$ cat src/rtl/matrix_max_scan.sv
// Streams N_ELEM unsigned 32-bit elements and tracks the largest value and its arrival index,
// using an external registered comparator (A/B out, L/G/E flags back one cycle later).
module matrix_max_scan #(
  parameter int unsigned N_ELEM = 16,
  parameter int unsigned IDX_W  = ($clog2(N_ELEM) > 1) ? $clog2(N_ELEM) : 1
) (
  input  logic             clk,
  input  logic             rst_n,
  input  logic             start,
  input  logic             elem_valid,
  input  logic [31:0]      elem_data,
  output logic             elem_ready,
  output logic [31:0]      cmp_a,
  output logic [31:0]      cmp_b,
  input  logic             cmp_l,
  input  logic             cmp_g,
  input  logic             cmp_e,
  output logic [31:0]      max_val,
  output logic [IDX_W-1:0] max_idx,
  output logic             busy,
  output logic             done
);

  // One extra bit so count can reach N_ELEM without wrapping.
  localparam int unsigned CntW = IDX_W + 1;
  localparam logic [CntW-1:0] CntLast = CntW'(N_ELEM);
  localparam logic [CntW-1:0] CntOne  = CntW'(1);

  typedef enum logic [2:0] {
    StIdle,
    StLoad,
    StIssue,
    StCmp,
    StEval,
    StDone
  } state_e;

  state_e           state_q, state_d;
  logic [31:0]      max_val_q, max_val_d;
  logic [IDX_W-1:0] max_idx_q, max_idx_d;
  logic [31:0]      cand_q, cand_d;
  logic [IDX_W-1:0] cand_idx_q, cand_idx_d;
  logic [CntW-1:0]  count_q, count_d;
  logic             take_cand;

  always_ff @(posedge clk or negedge rst_n) begin
    if (!rst_n) begin
      state_q    <= StIdle;
      max_val_q  <= '0;
      max_idx_q  <= '0;
      cand_q     <= '0;
      cand_idx_q <= '0;
      count_q    <= '0;
    end else begin
      state_q    <= state_d;
      max_val_q  <= max_val_d;
      max_idx_q  <= max_idx_d;
      cand_q     <= cand_d;
      cand_idx_q <= cand_idx_d;
      count_q    <= count_d;
    end
  end

  // Only a clean "greater" result replaces the maximum; ties keep the earliest index.
  assign take_cand = cmp_g & ~cmp_l & ~cmp_e;

  always_comb begin
    state_d    = state_q;
    max_val_d  = max_val_q;
    max_idx_d  = max_idx_q;
    cand_d     = cand_q;
    cand_idx_d = cand_idx_q;
    count_d    = count_q;

    unique case (state_q)
      StIdle: begin
        if (start) begin
          state_d = StLoad;
        end
      end
      StLoad: begin
        if (elem_valid) begin
          max_val_d = elem_data;
          max_idx_d = '0;
          count_d   = CntOne;
          state_d   = (N_ELEM == 1) ? StDone : StIssue;
        end
      end
      StIssue: begin
        if (elem_valid) begin
          cand_d     = elem_data;
          cand_idx_d = count_q[IDX_W-1:0];
          count_d    = count_q + CntOne;
          state_d    = StCmp;
        end
      end
      StCmp: begin
        state_d = StEval;
      end
      StEval: begin
        if (take_cand) begin
          max_val_d = cand_q;
          max_idx_d = cand_idx_q;
        end
        state_d = (count_q == CntLast) ? StDone : StIssue;
      end
      StDone: begin
        state_d = StIdle;
      end
      default: begin
        state_d = StIdle;
      end
    endcase
  end

  always_comb begin
    elem_ready = (state_q == StLoad) || (state_q == StIssue);
    busy       = (state_q != StIdle);
    done       = (state_q == StDone);
  end

  assign cmp_a   = cand_q;
  assign cmp_b   = max_val_q;
  assign max_val = max_val_q;
  assign max_idx = max_idx_q;

endmodule

$ cat config.mk
export PLATFORM = sky130hd
export DESIGN_NAME = matrix_max_scan
export DESIGN_NICKNAME = d
export VERILOG_FILES = /design/src/rtl/matrix_max_scan.sv
export SDC_FILE = /design/constraint.sdc
export NUM_CORES = 1
export LEC_CHECK = 0
export BUFFER_PORTS_ARGS = -buffer_cell sky130_fd_sc_hd__buf_2
export CORE_ASPECT_RATIO = 1.4
export CORE_MARGIN = 8
export CORE_UTILIZATION = 25
export DETAILED_ROUTE_END_ITERATION = 7
export PLACE_DENSITY_LB_ADDON = 0.25
export SETUP_SLACK_MARGIN = 0.1
export SLEW_MARGIN = 40
export SYNTH_ARGS = -nofsm -noshare
export SYNTH_HDL_FRONTEND = slang
export SYNTH_SLANG_ARGS = --single-unit
$ cat constraint.sdc
create_clock -name clk -period 3.4 [get_ports clk]
set_input_delay 0.68 -clock clk [delete_from_list [all_inputs] [get_ports clk]]
set_output_delay 0.68 -clock clk [all_outputs]
set_load 0.01 [all_outputs]
==> metrics <==
GR peak layer=met2; CTS Root Cell=clkbuf_16; Max Fanout on Critical Path=36; area leader, netlist=dfrtp_1; min Tclk post-route=~2.1 ns; # rows=54; WS Path Type=flop to flop; status=finished, final reports clean; Setup TNS=0 ns; DR DRC count=0; routed vias/inst=approximately 4.2; M1 GR Usage=a little over a tenth; Syn Nets=between 300 and 400; Clk pwr share=21.8%; combinational power share=approximately two fifths; Startpoint Class=flop; PortBufs=approximately 140; sequential area share after synthesis=50.2%; # setup viols final=0; commonest non-fill, non-tap cell in the layout=buf_2; clk sink count=80; CTS Buffer Depth=2; RSZ-0062 raised after global routing=no; Tot GR Track Use=under 10%; Internal=0.00317 W; ant diodes=0; first-pass GRT wire length=15100 um; clk slew on worst S/H paths=around 0.06 ns; fmax=between 400 and 500 MHz; GRT overflow=0; Pwr Density=between 900 and 1000 nW/um2; Die Wd=around 120 um; met3 Resource Use GR=between 2 and 3%; Leak Pwr=~2.3 nW; post_cts resized=0; worst clock skew=~0.0054 ns; Yosys warning count=0; CP delay by family, top=flip-flops; CP max stage cell=dfrtp_1; Routability Congestion=0.701; Mean Syn Cell Area=approximately 14 um2; pin count of the biggest net entering global routing=81; DRT iter0 DRCs=75; post-CTS setup buffer count=0; Cell Area, Placed=4570 um2; Slew Viols, Final=0; CP arrival=about 2.3 ns; Worst Max-Slew Pin Slew=about 0.69 ns; Pre-antenna DRT Iters=4; vias in the first global route=about 2800; share of cells above drive strength 1=between 60% and 70%; die area=~20000 um2; fin crit share=between 60% and 70%; maxcap violations=0; Sw Ratio=approximately 34%; Netlist cell types=28; Layout area overhead=22.7%; NetSw=about 0.0017 W; initial antenna violation count=0; slew margin rel.=53.7%; Top Ports=roughly 140; Initial Util=25.6%; Synth area leaders=dfrtp_1, mux2_2, mux2_4, buf_4, mux2_1; Core Area=roughly 16000 um2; hold buffer count at CTS=0; CTS tree=built; post-synthesis cell count=about 280; worst vdd ir=roughly 0.00031 V; DR WL/cell=approximately 16 um; mapped cell area=roughly 4000 um2; final layout net count=427; hold crit path type=input pin to asynchronous set/reset pin; DRT antenna net count=0; chip height=between 150 and 200 um; Buf+Inv Stages, Crit Path=1; pre-CTS WS=roughly 1.1 ns; Critical Path End Type=flop; PnR worst setup slack=1.31 ns; CTS Buf Count=9; Yosys reg bits=80; final non-filler cell area=4900 um2; Post-DP HPWL=approximately 6500 um; htree depth=3; slowest stage delay, CP=approximately 0.6 ns; critical-path cell list=nor2b_1, a32o_2, buf_4, mux2_2; worst skew pair latency=approximately 0.33 ns; share of the synthesized area in the top cell type=50.2%; Routed Wire Length=about 9400 um; Final Hold Fails=0; sequential share of power=between 30% and 40%; commonest cells after routing, fill and taps aside=buf_2, dfrtp_1, mux2_2; Worst EP required=about 3.6 ns; GR met2 Demand/Resource=between 15 and 20%; DR vias=2445
## state kept, by name, indices dropped and copies added (netlist names)
register / flops
cmp_b: 32
cand_idx_q: 4
count_q: 5
cmp_a: 32
max_idx: 4
state_q: 3
## final timing paths
| kind | startpoint | endpoint | slack [ns] | cells past startpoint |
|---|---|---|---|---|
| hold / removal | rst_n | cmp_a[26] | 0.39 | 1 |
| min in group clk | cand_idx_q[1] | cand_idx_q[1] | 0.51 | 1 |
| max in group asynchronous | rst_n | cmp_a[1] | 2.53 | 1 |
| setup / recovery | state_q[0] | cmp_b[0] | 1.31 | 4 |
| setup reg to reg | state_q[0] | cmp_b[0] | 1.31 | 4 |
| hold reg to reg | cand_idx_q[1] | cand_idx_q[1] | 0.51 | 1 |
## synthesized netlist by cell type
| master | instances |
|---|---|
| o22ai_1 | 1 |
| xnor2_1 | 3 |
| buf_12 | 3 |
| nor2_1 | 2 |
| a21oi_1 | 1 |
| a22o_1 | 3 |
| mux2_1 | 14 |
| or3_1 | 1 |
| o31ai_1 | 1 |
| mux2i_1 | 7 |
| nand2_1 | 7 |
| ha_1 | 2 |
| nor3b_4 | 1 |
| a32o_1 | 1 |
| a2111oi_0 | 1 |
| mux2_4 | 26 |
| nor2b_1 | 3 |
| dfrtp_1 | 80 |
| buf_2 | 3 |
| nor4bb_1 | 2 |
| buf_4 | 37 |
| and3b_1 | 1 |
| o21ai_0 | 3 |
| inv_1 | 9 |
| mux2_2 | 60 |
| buf_6 | 4 |
| buf_8 | 1 |
| nand3_1 | 2 |
## cell type report
| cell class | count | area [um2] |
|---|---|---|
| fill | 1576 | 10700 |
| sequential | 80 | 2000 |
| multi-input combinational | 142 | 1560 |
| timing repair buffer | 144 | 737 |
| clock buffer | 12 | 256 |
| tap | 196 | 245 |
| clock inverter | 3 | 65.1 |
| inverter | 9 | 33.8 |
## layer usage
metal,share of wire (%),wire length (um)
met1,39,3640
met2,54,5090
met3,5.9,560
met4,1.3,121
met5,0,0
## worst register-to-register path, stage by stage (launching register included)
cell and delay [ns]:
dfrtp_1 0.59, nor2b_1 0.27, a32o_2 0.15, buf_4 0.55, mux2_2 0.42
## per-stage QoR
step	hold WS (ns)	cells	utilization, %	power, W
finish	0.390	586	31.4	0.00483
global route	0.446	586	31.4	0.00518
CTS	0.428	586	31.4	0.00496
detailed placement	0.500	571	29.3	0.00387
global placement	0.494	571	29.3	0.00384
floorplan	0.384	279	-	0.00331
## power by group through the flow
stage / logic [W] / registers (W) / clock network, W
2_1_floorplan: 0.00142 / 0.00188 / 0
3_3_place_gp: 0.00207 / 0.00177 / 0
3_5_place_dp: 0.00208 / 0.00179 / 0
4_1_cts: 0.00209 / 0.00178 / 0.00110
5_1_grt: 0.00219 / 0.00185 / 0.00114
6_report: 0.00202 / 0.00176 / 0.00105
## cells by family (layout without fill, tap and decap cells)
kind of cell	count (synthesis)	in the layout	share of synthesized area (%)
buffers and inverters	57	168	11.2
muxes	107	107	32.4
xor gates and xnor gates	3	3	0.659
adders and majority gates	2	2	0.627
AOI/OAI and AO/OA	11	11	1.98
and+or+nand+nor	19	19	2.92
DFF	80	80	50.2
Power figures use the tool's default switching activity.
